[config.mk]
export PLATFORM = sky130hd
export DESIGN_NAME = sm_result_stage_flat
export DESIGN_NICKNAME = d
export VERILOG_FILES = /design/src/rtl/sm_result_if.sv /design/src/rtl/sm_result_stage.sv /design/src/flat_wrapper.sv
export SDC_FILE = /design/constraint.sdc
export NUM_CORES = 1
export LEC_CHECK = 0
export CAP_MARGIN = 20
export CORE_ASPECT_RATIO = 0.8
export CORE_MARGIN = 2
export CORE_UTILIZATION = 40
export CTS_CLUSTER_DIAMETER = 30
export DETAILED_ROUTE_END_ITERATION = 8
export PLACE_DENSITY = 0.69
export SLEW_MARGIN = 20
export SYNTH_ARGS = -nofsm -noshare
export SYNTH_HDL_FRONTEND = slang
export SYNTH_SLANG_ARGS = --single-unit
[constraint.sdc]
create_clock -name clk -period 2.6 [get_ports clk]
set_input_delay 0.65 -clock clk [delete_from_list [all_inputs] [get_ports clk]]
set_output_delay 0.65 -clock clk [all_outputs]
set_load 0.03 [all_outputs]
[src/rtl/sm_result_if.sv]
// Handshake bundle between the sign-magnitude adder, the result stage and its consumer.
// The "slave" view belongs to the result stage; the "master" view drives it
// (adder on the input side, consumer on the output side).
interface sm_result_if;
    // Upstream: adder result, 9-bit sign-magnitude ([8] sign, [7:0] magnitude)
    logic       in_valid;
    logic       in_ready;
    logic [8:0] in_sum;
    // Downstream: normalised 8-bit sign-magnitude head entry
    logic       out_valid;
    logic       out_ready;
    logic [7:0] out_data;
    logic       out_ovf;

    modport slave (
        input  in_valid,
        input  in_sum,
        output in_ready,
        output out_valid,
        input  out_ready,
        output out_data,
        output out_ovf
    );

    modport master (
        output in_valid,
        output in_sum,
        input  in_ready,
        input  out_valid,
        output out_ready,
        input  out_data,
        input  out_ovf
    );
endinterface

[src/rtl/sm_result_stage.sv]
// Registered output stage behind the 8-bit sign-magnitude adder.
// Each accepted 9-bit result is saturated to 7-bit magnitude, negative zero is
// folded to +0, and the entry {ovf, sign, magnitude} is queued in a small FIFO.
// A saturating counter tracks how many accepted results had to be clipped.
module sm_result_stage #(
    parameter int DEPTH = 2,   // FIFO entries, power of two, >= 2
    parameter int CNT_W = 8    // overflow counter width
) (
    input  logic             clk,
    input  logic             rst_n,
    sm_result_if.slave       bus,
    input  logic             clr_count,
    output logic [CNT_W-1:0] ovf_count
);

    // Pointers carry one extra wrap bit so full and empty are distinguishable
    // while still using every storage slot.
    localparam int AW    = $clog2(DEPTH);
    localparam int PTR_W = AW + 1;

    logic [PTR_W-1:0] wr_ptr_q, wr_ptr_d;
    logic [PTR_W-1:0] rd_ptr_q, rd_ptr_d;
    logic [CNT_W-1:0] cnt_q, cnt_d;
    logic [8:0]       mem_q [DEPTH];

    logic [AW-1:0]    wr_idx;
    logic [AW-1:0]    rd_idx;
    logic             full;
    logic             empty;
    logic             push;
    logic             pop;

    logic [7:0]       in_mag;
    logic             in_sgn;
    logic             norm_ovf;
    logic             norm_sgn;
    logic [6:0]       norm_mag;
    logic [8:0]       norm_entry;

    assign wr_idx = wr_ptr_q[AW-1:0];
    assign rd_idx = rd_ptr_q[AW-1:0];

    // Occupancy flags come only from registered pointers, so in_ready and
    // out_valid never depend combinationally on in_valid or out_ready.
    assign empty = (wr_ptr_q == rd_ptr_q);
    assign full  = (wr_ptr_q[AW] != rd_ptr_q[AW]) &&
                   (wr_ptr_q[AW-1:0] == rd_ptr_q[AW-1:0]);

    assign push = bus.in_valid && !full;
    assign pop  = !empty && bus.out_ready;

    assign bus.in_ready  = !full;
    assign bus.out_valid = !empty;

    // Head entry straight from storage; reset clears storage so the outputs
    // read as zero while the FIFO is empty after reset.
    assign {bus.out_ovf, bus.out_data} = mem_q[rd_idx];

    assign ovf_count = cnt_q;

    // Normalise the incoming 9-bit result to 8-bit sign-magnitude with saturation.
    always_comb begin
        in_mag     = bus.in_sum[7:0];
        in_sgn     = bus.in_sum[8];
        norm_ovf   = 1'b0;
        norm_mag   = in_mag[6:0];
        norm_sgn   = in_sgn;
        if (in_mag > 8'd127) begin
            norm_ovf = 1'b1;
            norm_mag = 7'h7F;
        end
        // Negative zero is not a distinct value downstream; store it as +0.
        if (in_mag == 8'd0) begin
            norm_sgn = 1'b0;
        end
        norm_entry = {norm_ovf, norm_sgn, norm_mag};
    end

    // Next-state for pointers and the overflow counter.
    always_comb begin
        wr_ptr_d = wr_ptr_q;
        rd_ptr_d = rd_ptr_q;
        cnt_d    = cnt_q;
        if (push) begin
            wr_ptr_d = wr_ptr_q + PTR_W'(1);
        end
        if (pop) begin
            rd_ptr_d = rd_ptr_q + PTR_W'(1);
        end
        // Clear wins over a same-cycle increment; the count sticks at all-ones.
        if (clr_count) begin
            cnt_d = '0;
        end else if (push && norm_ovf && (cnt_q != {CNT_W{1'b1}})) begin
            cnt_d = cnt_q + CNT_W'(1);
        end
    end

    // Pointer and counter registers.
    always_ff @(posedge clk or negedge rst_n) begin
        if (!rst_n) begin
            wr_ptr_q <= '0;
            rd_ptr_q <= '0;
            cnt_q    <= '0;
        end else begin
            wr_ptr_q <= wr_ptr_d;
            rd_ptr_q <= rd_ptr_d;
            cnt_q    <= cnt_d;
        end
    end

    // FIFO storage: cleared on reset, written at the tail on each accepted result.
    always_ff @(posedge clk or negedge rst_n) begin
        if (!rst_n) begin
            for (int i = 0; i < DEPTH; i++) begin
                mem_q[i] <= '0;
            end
        end else if (push) begin
            mem_q[wr_idx] <= norm_entry;
        end
    end

endmodule
[src/flat_wrapper.sv]
// flat-port wrapper written by rule: the top's interface ports become plain ports
module sm_result_stage_flat 
#(
    parameter int DEPTH = 2,                                      
    parameter int CNT_W = 8                             
)
  (clk, rst_n, clr_count, ovf_count, bus_in_valid, bus_in_sum, bus_in_ready, bus_out_valid, bus_out_ready, bus_out_data, bus_out_ovf);
  sm_result_if bus_i ();
  input  logic clk;
  input  logic rst_n;
  input  logic clr_count;
  output logic [CNT_W-1:0] ovf_count;
  input wire logic [$bits(bus_i.in_valid)-1:0] bus_in_valid;
  input wire logic [$bits(bus_i.in_sum)-1:0] bus_in_sum;
  output wire logic [$bits(bus_i.in_ready)-1:0] bus_in_ready;
  output wire logic [$bits(bus_i.out_valid)-1:0] bus_out_valid;
  input wire logic [$bits(bus_i.out_ready)-1:0] bus_out_ready;
  output wire logic [$bits(bus_i.out_data)-1:0] bus_out_data;
  output wire logic [$bits(bus_i.out_ovf)-1:0] bus_out_ovf;
  assign bus_i.in_valid = bus_in_valid;
  assign bus_i.in_sum = bus_in_sum;
  assign bus_in_ready = bus_i.in_ready;
  assign bus_out_valid = bus_i.out_valid;
  assign bus_i.out_ready = bus_out_ready;
  assign bus_out_data = bus_i.out_data;
  assign bus_out_ovf = bus_i.out_ovf;
  sm_result_stage #(.DEPTH(DEPTH), .CNT_W(CNT_W)) u_core (.clk(clk), .rst_n(rst_n), .bus(bus_i), .clr_count(clr_count), .ovf_count(ovf_count));
endmodule
Yosys cells after proc, flatten, opt, wreduce, memory -nomap -nowiden

Cells that the tools add are included.

Register bits after elaboration: 30

Add/subtract/negate cells: 3
$lt $le $gt $ge: 4
Equal/unequal tests: 4
Mux-type cells: 11
Bitwise gates (word level): 2
Reduce and logical (&&, ||, !) cells: 10

Operators with widths:

| cell                                                      | number |
|---|---|
| 2-to-1 mux 9 bit                                          | 4 |
| bitwise mux 18 bit                                        | 1 |
| 2-to-1 mux 8 bit                                          | 2 |
| demux 9 bit (select 1 bit)                                | 1 |
| adder 8 x 1 -> 8 bit (second input constant)              | 1 |
| > comparator 8 x 7 -> 1 bit (second input constant)       | 1 |
| logical NOT 8 bit                                         | 1 |
| != test 8 bit (second input constant)                     | 1 |
| 2-to-1 mux 7 bit                                          | 1 |
| logical AND 1 bit                                         | 6 |
| adder 2 x 1 -> 2 bit (second input constant)              | 2 |
| greater-or-equal comparator 2 bit (second input constant) | 2 |
| NOT 1 -> 2 bit                                            | 2 |
| equality test 2 bit                                       | 1 |
| logical NOT 1 bit                                         | 2 |
| < comparator 2 x 1 -> 1 bit (second input constant)       | 1 |
| 2-to-1 mux 1 bit                                          | 2 |
| nonzero test 2 bit                                        | 1 |
| equality test 1 bit                                       | 1 |
| != test 1 bit                                             | 1 |

Logic depth before layout (Yosys ltp)

Gate-level depths: netlist (run 1).

Depth in word-level cells: 8
Depth in mapped cells: 5
Mapped depth without buffers: 4

Least setup slack after synthesis (run 1)

Ideal clock, no wire load.

Kind: register to output
Start point: reg u_core.rd_ptr_q[0]
End point: out bus_out_data[0]
Data arrival time: 1.216 ns
Required time: 1.950 ns
Slack: 0.734 ns
Cell stages (with the launch flop): 4
Buffers on the path: 2
Cells stage by stage: dfrtp_1 > buf_4 > clkbuf_1 > mux2_2

Word-level cells in the longest chain between the ends: 4

RTL lines:

| item                                                | line                   | text |
|---|---|---|
| start, declared                                     | sm_result_stage.sv:22  | `logic [PTR_W-1:0] rd_ptr_q, rd_ptr_d;` |
| start signal, assigned                              | sm_result_stage.sv:106 | `rd_ptr_q <= rd_ptr_d;` |
| NOT 1 -> 2 bit (implied by the code)                | sm_result_stage.sv:57  | `assign {bus.out_ovf, bus.out_data} = mem_q[rd_idx];` |
| 2-to-1 mux 9 bit (implied by the code) (3 in a row) | sm_result_stage.sv:57  |  |
| end, declared                                       | flat_wrapper.sv:18     | `output wire logic [$bits(bus_i.out_data)-1:0] bus_out_data;` |

Every way passes these cells. The select of a mux whose other input is x is not followed.

Worst setup path in the final report (run 1)

Start point: reg u_core.rd_ptr_q[0]
End point: out bus_out_data[2]

Same word-level chain as after synthesis.

==> results of run 1 <==
==> Yosys cell counts, drive strengths merged (3+ instances only) <==
cell	number	area share, %
o21ai	10	3.3
dfrtp	30	50
inv	3	0.74
nor2	17	4.2
mux2i	3	2.0
nand2	16	4.0
mux2	14	11
buf	4	1.9
nand4	3	1.2
a21oi	16	5.8
==> flip-flops by register name, summed over array words and instances, names as in the netlist <==
| name | flops |
|---|---|
| u_core.mem_q | 18 |
| u_core.ovf_count | 8 |
| u_core.rd_ptr_q | 2 |
| u_core.wr_ptr_q | 2 |
==> worst max path at each step <==
stage	from	slack (ps)	to	cells after the start
6_report	u_core.rd_ptr_q[0]	130	bus_out_data[2]	2
3_3_place_gp	u_core.rd_ptr_q[0]	290	bus_out_valid	3
5_1_grt	u_core.wr_ptr_q[1]	9	bus_in_ready	3
4_1_cts	u_core.rd_ptr_q[0]	110	bus_out_ovf	2
2_1_floorplan	u_core.rd_ptr_q[0]	730	bus_out_data[0]	3
3_5_place_dp	u_core.rd_ptr_q[0]	230	bus_out_valid	3
==> metrics by stage <==
step,worst slack (ps),instances,utilization [%]
finish,129,230,57.3
global route,9.15,230,57.3
CTS,111,230,57.3
detailed placement,230,222,54.0
global placement,293,222,54.0
floorplan,734,147,-
==> worst max-delay path, cell delays in order, from the launching register on <==
cell	delay (ps)
dfrtp_2	550
mux2_2	390
clkdlybuf4s50_1	590
==> cell usage in the layout, fill, tap and decap left out, types with 2 or more instances in the layout <==
cell type,n
nor2_1,17
a21oi_2,2
clkdlybuf4s50_1,32
nand4_1,3
inv_1,3
nand2b_1,2
o21ai_0,9
and3_1,2
nand2_1,16
mux2_2,12
nand3_1,2
clkinv_2,2
buf_4,7
clkbuf_8,5
dfrtp_1,29
a21oi_1,14
a31oi_1,2
nor2b_1,2
mux2i_1,3
nor3_1,2
==> power by group <==
group	switching [mW]	internal, mW
registers	0.164	0.653
clock network	0.187	0.282
logic	0.695	0.589
==> area by class of cell <==
type	instances	area (um^2)	area share [%]
sequential	30	752	37.3
inverter	3	11.3	0.558
multi-input combinational	108	719	35.7
timing repair buffer	39	373	18.5
clock inverter	3	40.0	1.99
tap	42	52.6	2.61
clock buffer	5	68.8	3.41
==> logic make-up after synthesis <==
kind of cell	share of synthesized area, %
flops	49.5
simple gates	15.2
fa+ha+maj	0.826
mux	12.6
compound gates	15.5
buf+inv	3.47
xor+xnor	2.81
==> metal layers <==
metal	track usage [%]	wire length [um]	up-vias
li1	-	-	600
met1	24.1	1570	583
met2	28.2	1630	19
met3	5.61	97	6
met4	7.94	63	0
met5	0	0	-
==> what timing repair did <==
item,CTS,global route
endpoints found under the setup margin,8,0
resized for setup,2,0
buffers inserted,0,0
==> impl_metrics.toml, run 1 <==
[run_status]
outcome = "complete, no violations"

[hold_path]
timing.hold.worst.class = "reg2reg"
min_from = "u_core.mem_q[12]"
worst_hold_path.endpoint = "u_core.mem_q[12]"
min_path_cells = 2

[timing]
timing_hold_violations_final = 0
fin_tns_setup_ps = 0
min_period_over_period_pct = 95.0
tightest_pin_transition_ps = 646
whs_ps = 485
min_period_ps = 2470
timing_max_transition_violations_final = 0
grt_setup_unrepaired = "false"
max-slew-margin-rel_pct = 56.8
timing.clock.skew_ps = 5.01
setup_viol = 0
fmax_ghz = 0.405

[die]
initial_core_util_pct = 43.1
dieHeight_um = 59.1
design.die.area_um2 = 4300
die_w_um = 72.8
core_area_um2 = 3520
rows = 19
i_o_pin_count = 33

[worst_setup_path]
cp_max_fo = 11
critical_path.reg2reg.endpoint = "u_core.mem_q[17]"
timing.reg2reg.setup_slack_ps = 800
worstRegToRegCells = 3
crit_path_end_kind = "output pin"
critical_path_arrival_ps = 1820
r2r-start = "u_core.rd_ptr_q[0]"
worstSetupStartpointType = "register"
worst-endpoint-required_ps = 1950
path_class = "reg2out"

[clocking]
clock_sinks = 30
cts_tree = "done"
clock_transition_at_the_register_clock_pins_on_the_worst_setup_and_hold_paths_after_cts_ps = 70
clk_latency_ps = 290
cts_hold_buf = 0
htreeDepth = 2
cts_buffer_count = 5
ctsLongestPathBuffers = 2
clk_root_buffer_cell = "clkbuf_8"

[route]
detail_route.drc_violations = 0
detailroute.via_count = 1208
avgRoutedWirePerCell_um = 14.6
drt_pre_antenna_iters = 4
drtAntennaViolNets = 0
route.detailed.vias_per_inst = 5.25
drt-initial-drc-count = 48
wirelength_um = 3360

[flow_run]
timing.max_cap.violations = 0

[global_route]
first_global_vias = 1271
grt_pass1_wl_um = 5820
grt_max_degree = 31
grt.overflow.total = 0
globalRouteTotalUtil_pct = 18.3
grt_antenna_before_repair = 0

[place]
gp_routability_congestion = 0.749
port-buffer-count = 32
place_hpwl_um = 2440
dpl_cell_area_um2 = 1900

[synth]
synthArstFlopShare_pct = 100
synth_seq_area_share_pct = 49.5
number_of_synthesized_flops_with_an_enable_pin = 0
synthCells = 147
ys_warn_count = 0
avgSynthCellArea_um2 = 10.3
ys_dominant_reg_cell = "dfrtp_1"
synth_cell_type_count = 40
nets_in_the_synthesized_netlist = 162
synth-seq-cells = 30
synth_area_um2 = 1520

[final_layout]
fillerInstances = 308
fin_area_um2 = 2020
area.growth.synth_to_final_pct = 33.1
number_of_nets_at_the_end_of_the_flow = 202
antennaDiodeCount = 0
post_route_cells_drive_above_1_share_pct = 19.1

[power_and_ir_drop]
p_leak_nw = 0.851
totalPowerFinal_mw = 2.57
power.ir.vdd_worst_v = 0.000803
power_density_nw_per_um2 = 1270
No activity file was read; power rests on OpenSTA's default activity.
==> run 2, diff against run 1 <==
--- a/config.mk
+++ b/config.mk
@@ -11,7 +11,8 @@
 export CORE_UTILIZATION = 40
 export CTS_CLUSTER_DIAMETER = 30
 export DETAILED_ROUTE_END_ITERATION = 8
-export PLACE_DENSITY = 0.69
+export MAX_ROUTING_LAYER = met4
+export PLACE_DENSITY = 0.65
 export SLEW_MARGIN = 20
 export SYNTH_ARGS = -nofsm -noshare
 export SYNTH_HDL_FRONTEND = slang
==> impl_metrics.toml, run 2 (synthesis results as in run 1) <==
[run_status]
outcome = "complete, no violations"

[timing]
fin_tns_setup_ps = 0
timing_max_transition_violations_final = 0
whs_ps = 483
setup_viol = 0
min_period_ps = 2480
timing_hold_violations_final = 0
timing.clock.skew_ps = 7.49
max-slew-margin-rel_pct = 56.1
tightest_pin_transition_ps = 656
grt_setup_unrepaired = "false"
fmax_ghz = 0.403
min_period_over_period_pct = 95.4

[worst_setup_path]
critical_path.reg2reg.endpoint = "u_core.mem_q[17]"
critPathCapture = "bus_out_ovf"
timing.reg2reg.setup_slack_ps = 800
crit_path_end_kind = "output pin"
critical_path_arrival_ps = 1830
path_class = "reg2out"
r2r-start = "u_core.rd_ptr_q[0]"
worstRegToRegCells = 3
cp_max_fo = 12
worstSetupStartpointType = "register"
crit_path_start = "u_core.rd_ptr_q[0]"
worst-endpoint-required_ps = 1950

[global_route]
first_global_vias = 1201
groute.layer.met2.usage_pct = 24.0
global_route.usage.met3_pct = 4.08
grt.overflow.total = 0
globalRoute.busiestLayer = "met1"
met1_usage_pct = 25.0
globalRouteTotalUtil_pct = 17.7
grt_antenna_before_repair = 0
grt_max_degree = 31
grt_pass1_wl_um = 5550

[die]
core_area_um2 = 3520
dieHeight_um = 59.1
initial_core_util_pct = 43.1
i_o_pin_count = 33
rows = 19
design.die.area_um2 = 4300
die_w_um = 72.8

[final_layout]
register_with_the_most_flip_flops = "u_core.mem_q"
max_reg_flops = 18
fillerInstances = 305
most-common-layout-cells = "32 x clkdlybuf4s50_1, 29 x dfrtp_1, 17 x nor2_1"
mostFrequentLayoutCell = "clkdlybuf4s50_1"
post_route_cells_drive_above_1_share_pct = 18.2
area.growth.synth_to_final_pct = 31.5
antennaDiodeCount = 0
number_of_nets_at_the_end_of_the_flow = 201

[clocking]
post_cts.repair.setup_buffers = 0
htreeDepth = 2
cts_repair_resize_count = 2
clk_latency_ps = 280
clock_transition_at_the_register_clock_pins_on_the_worst_setup_and_hold_paths_after_cts_ps = 60
clk_root_buffer_cell = "clkbuf_8"
cts_buffer_count = 5
clock_sinks = 30
ctsLongestPathBuffers = 2
cts_tree = "done"
cts_hold_buf = 0

[hold_path]
timing.hold.worst.class = "reg2reg"
min_path_cells = 2

[place]
place_hpwl_um = 2380
gp_routability_congestion = 0.880
port-buffer-count = 32

[power_and_ir_drop]
p_leak_nw = 0.836
totalPowerFinal_mw = 2.48
power.ir.vdd_worst_v = 0.000583
power_density_nw_per_um2 = 1240

[route]
drtAntennaViolNets = 0
wirelength_um = 3260
drt-initial-drc-count = 52
detailroute.via_count = 1202
avgRoutedWirePerCell_um = 14.2
drt_pre_antenna_iters = 4
detail_route.drc_violations = 0
route.detailed.vias_per_inst = 5.25

[flow_run]
timing.max_cap.violations = 0
-- run 2: area by class of cell --
cell class                      instances  area [um^2]  area share [%]
Clock buffer                            7         86.3            4.33
Clock inverter                          1         5.00           0.251
Inverter                                3         11.3           0.565
Multi-Input combinational cell        108          719            36.1
Sequential cell                        30          752            37.8
Tap cell                               42         52.6            2.64
Timing Repair Buffer                   38          365            18.3
-- run 2: worst min path at each step --
stage | startpoint | endpoint | slack [ps]
6_report | u_core.mem_q[13] | u_core.mem_q[13] | 480
5_1_grt | u_core.mem_q[14] | u_core.mem_q[14] | 520
4_1_cts | u_core.mem_q[12] | u_core.mem_q[12] | 480
3_5_place_dp | u_core.mem_q[12] | u_core.mem_q[12] | 470
3_3_place_gp | u_core.mem_q[12] | u_core.mem_q[12] | 460
2_1_floorplan | rst_n | u_core.mem_q[0] | 350
-- run 2: per-layer routing --
layer | part of all wire (%) | up-vias
met5 | 0 | -
met4 | 1.9 | 0
met3 | 2.7 | 7
met2 | 45 | 30
met1 | 51 | 566
li1 | - | 599
-- run 2: where the power goes --
part	switching [mW]	leakage (nW)	internal [mW]
Combinational	0.691	0.430	0.589
Clock	0.169	0.0482	0.213
Sequential	0.164	0.358	0.653
Total	1.02	0.836	1.46
-- run 2: critical path: stages (launching register included) --
cell,delay [ps]
dfrtp_2,560
mux2_2,390
clkdlybuf4s50_1,600
-- run 2: per-stage QoR --
stage / cells / util [%] / setup slack (ps) / instance area [um^2]
after floorplan: 147 / - / 734 / 1520
after global placement: 221 / 53.8 / 215 / 1890
after detailed placement: 221 / 53.8 / 190 / 1890
after CTS: 229 / 56.6 / 84.7 / 1990
after global routing: 229 / 56.6 / 31.2 / 1990
final: 229 / 56.6 / 119 / 1990
==> run 3, diff against run 2 <==
--- a/config.mk
+++ b/config.mk
@@ -8,11 +8,12 @@
 export CAP_MARGIN = 20
 export CORE_ASPECT_RATIO = 0.8
 export CORE_MARGIN = 2
-export CORE_UTILIZATION = 40
+export CORE_UTILIZATION = 53
 export CTS_CLUSTER_DIAMETER = 30
 export DETAILED_ROUTE_END_ITERATION = 8
 export MAX_ROUTING_LAYER = met4
-export PLACE_DENSITY = 0.65
+export PLACE_DENSITY = 0.83
+export REMOVE_ABC_BUFFERS = 1
 export SLEW_MARGIN = 20
 export SYNTH_ARGS = -nofsm -noshare
 export SYNTH_HDL_FRONTEND = slang
==> impl_metrics.toml, run 3 (synthesis results as in run 1) <==
[clocking]
clk_latency_ps = 330
clock_sinks = 30
cts_hold_buf = 0
clock_transition_at_the_register_clock_pins_on_the_worst_setup_and_hold_paths_after_cts_ps = 90
cts_buffer_count = 5
post_cts.repair.setup_buffers = 0
ctsLongestPathBuffers = 2
clk_root_buffer_cell = "clkbuf_4"
cts_repair_resize_count = 4
htreeDepth = 2
cts_tree = "done"

[worst_setup_path]
crit_path_start = "u_core.rd_ptr_q[1]"
path_class = "reg2out"
worstSetupStartpointType = "register"
path_delay_family = "buffers and inverters"
worst-endpoint-required_ps = 1950
worstRegToRegCells = 3
max_stage_delay_ps = 660
critical_path_arrival_ps = 1810
r2r-start = "u_core.wr_ptr_q[1]"
cp_max_fo = 6
crit_path_end_kind = "output pin"
critPathBufInv = 1
critical_path.reg2reg.endpoint = "u_core.mem_q[17]"
critPathSlowestCell = "clkdlybuf4s50_1"
path_cells = "xor2_4 -> nand2_1 -> clkdlybuf4s50_1"
timing.reg2reg.setup_slack_ps = 790

[global_route]
grt_max_degree = 31
grt_antenna_before_repair = 0
grt.overflow.total = 0
globalRouteTotalUtil_pct = 23.3
first_global_vias = 1250
grt_pass1_wl_um = 5550

[route]
drt-initial-drc-count = 71
avgRoutedWirePerCell_um = 14.9
detail_route.drc_violations = 0
wirelength_um = 3320
detailroute.via_count = 1266
drtAntennaViolNets = 0
route.detailed.vias_per_inst = 5.68
drt_pre_antenna_iters = 4

[place]
gp_routability_congestion = 0.833
dp_slack_ps = 304
port-buffer-count = 32
place_hpwl_um = 2460

[die]
die_w_um = 63.8
dieHeight_um = 51.8
initial_core_util_pct = 55.2
core_area_um2 = 2740
design.die.area_um2 = 3310
rows = 17
i_o_pin_count = 33

[power_and_ir_drop]
p_leak_nw = 0.850
switching_share_pct = 43.8
seq_power_share_pct = 34.7
p_sw_mw = 1.01
internal_power_mw = 1.30
pwr-share-comb_pct = 54.5
power_density_nw_per_um2 = 1180
clkPwrFrac_pct = 10.8
power.ir.vdd_worst_v = 0.000744

[timing]
tightest_pin_transition_ps = 713
fin_ws_ps = 142
setup_viol = 0
max-slew-margin-rel_pct = 52.4
min_period_ps = 2460
fin_tns_setup_ps = 0
whs_ps = 487
timing_hold_violations_final = 0
timing.clock.skew_ps = 6.52
timing_max_transition_violations_final = 0
fmax_ghz = 0.407
grt_setup_unrepaired = "false"
min_period_over_period_pct = 94.5

[hold_path]
min_path_cells = 2
worst_hold_path.endpoint = "u_core.mem_q[15]"
min_from = "u_core.mem_q[15]"
timing.hold.worst.class = "reg2reg"

[final_layout]
register_with_the_most_flip_flops = "u_core.mem_q"
post_route_cells_drive_above_1_share_pct = 16.2
number_of_nets_at_the_end_of_the_flow = 200
mostFrequentLayoutCell = "dfrtp_1"
most-common-layout-cells = "30 x dfrtp_1, 23 x clkdlybuf4s50_1, 17 x nor2_1"
max_reg_flops = 18
area.growth.synth_to_final_pct = 28.7
final_core_util_pct = 71.1
antennaDiodeCount = 0

[flow_run]
timing.max_cap.violations = 0

[run_status]
outcome = "complete, no violations"
-- run 3: changes by cell type in the layout (fill, tap and decap cells not counted) --
cell | previous run | this run
xor2_4 | 0 | 1
dfrtp_2 | 1 | 0
clkbuf_8 | 6 | 0
dlygate4sd2_1 | 0 | 4
dfrtp_1 | 29 | 30
xor2_2 | 1 | 0
clkinv_2 | 1 | 0
dlymetal6s2s_1 | 0 | 5
clkbuf_4 | 0 | 5
clkdlybuf4s50_1 | 32 | 23
buf_4 | 6 | 5
clkbuf_1 | 1 | 2
-- run 3: through the flow --
stage | total power, mW | instance area [um^2] | cells
6_report | 2.31 | 1950 | 223
2_1_floorplan | 1.60 | 1470 | 141
5_1_grt | 2.46 | 1950 | 223
4_1_cts | 2.30 | 1920 | 223
3_3_place_gp | 2.03 | 1880 | 216
3_5_place_dp | 2.09 | 1880 | 216
-- run 3: cell type report --
type	instances	area [um^2]
fillers	214	793
flip-flops and latches	30	751
multi-input cells	108	731
repair buffers	37	365
well taps	38	47.5
clock buffers	7	45.0
inverters	3	11.3
-- run 3: worst max path at each step --
stage,end,slack (ps),cells after the start
finish,bus_in_ready,140,3
global route,bus_in_ready,60,3
CTS,bus_out_data[6],2,3
detailed placement,u_core.ovf_count[7],300,5
global placement,bus_out_ovf,350,3
floorplan,bus_in_ready,770,2
-- run 3: tightest hold or removal path, cell delays in order, from the launching register on --
cell and delay, ps:
dfrtp_1 350, nand2_1 50, o21ai_0 60
-- run 3: metal layers --
metal	up-vias	track usage (%)	part of all wire, %
met5	-	-	0
met4	0	9.42	1.6
met3	6	5.84	4.7
met2	41	37.8	49
met1	625	28.2	44
li1	594	-	-
-- run 3: power groups by stage --
stage                     registers [mW]  logic (mW)  clock network, mW
after floorplan                    0.791       0.814                  0
after global placement             0.776        1.26                  0
after detailed placement           0.797        1.29                  0
after CTS                          0.787        1.26              0.252
after global routing               0.826        1.36              0.276
final                              0.802        1.26              0.251
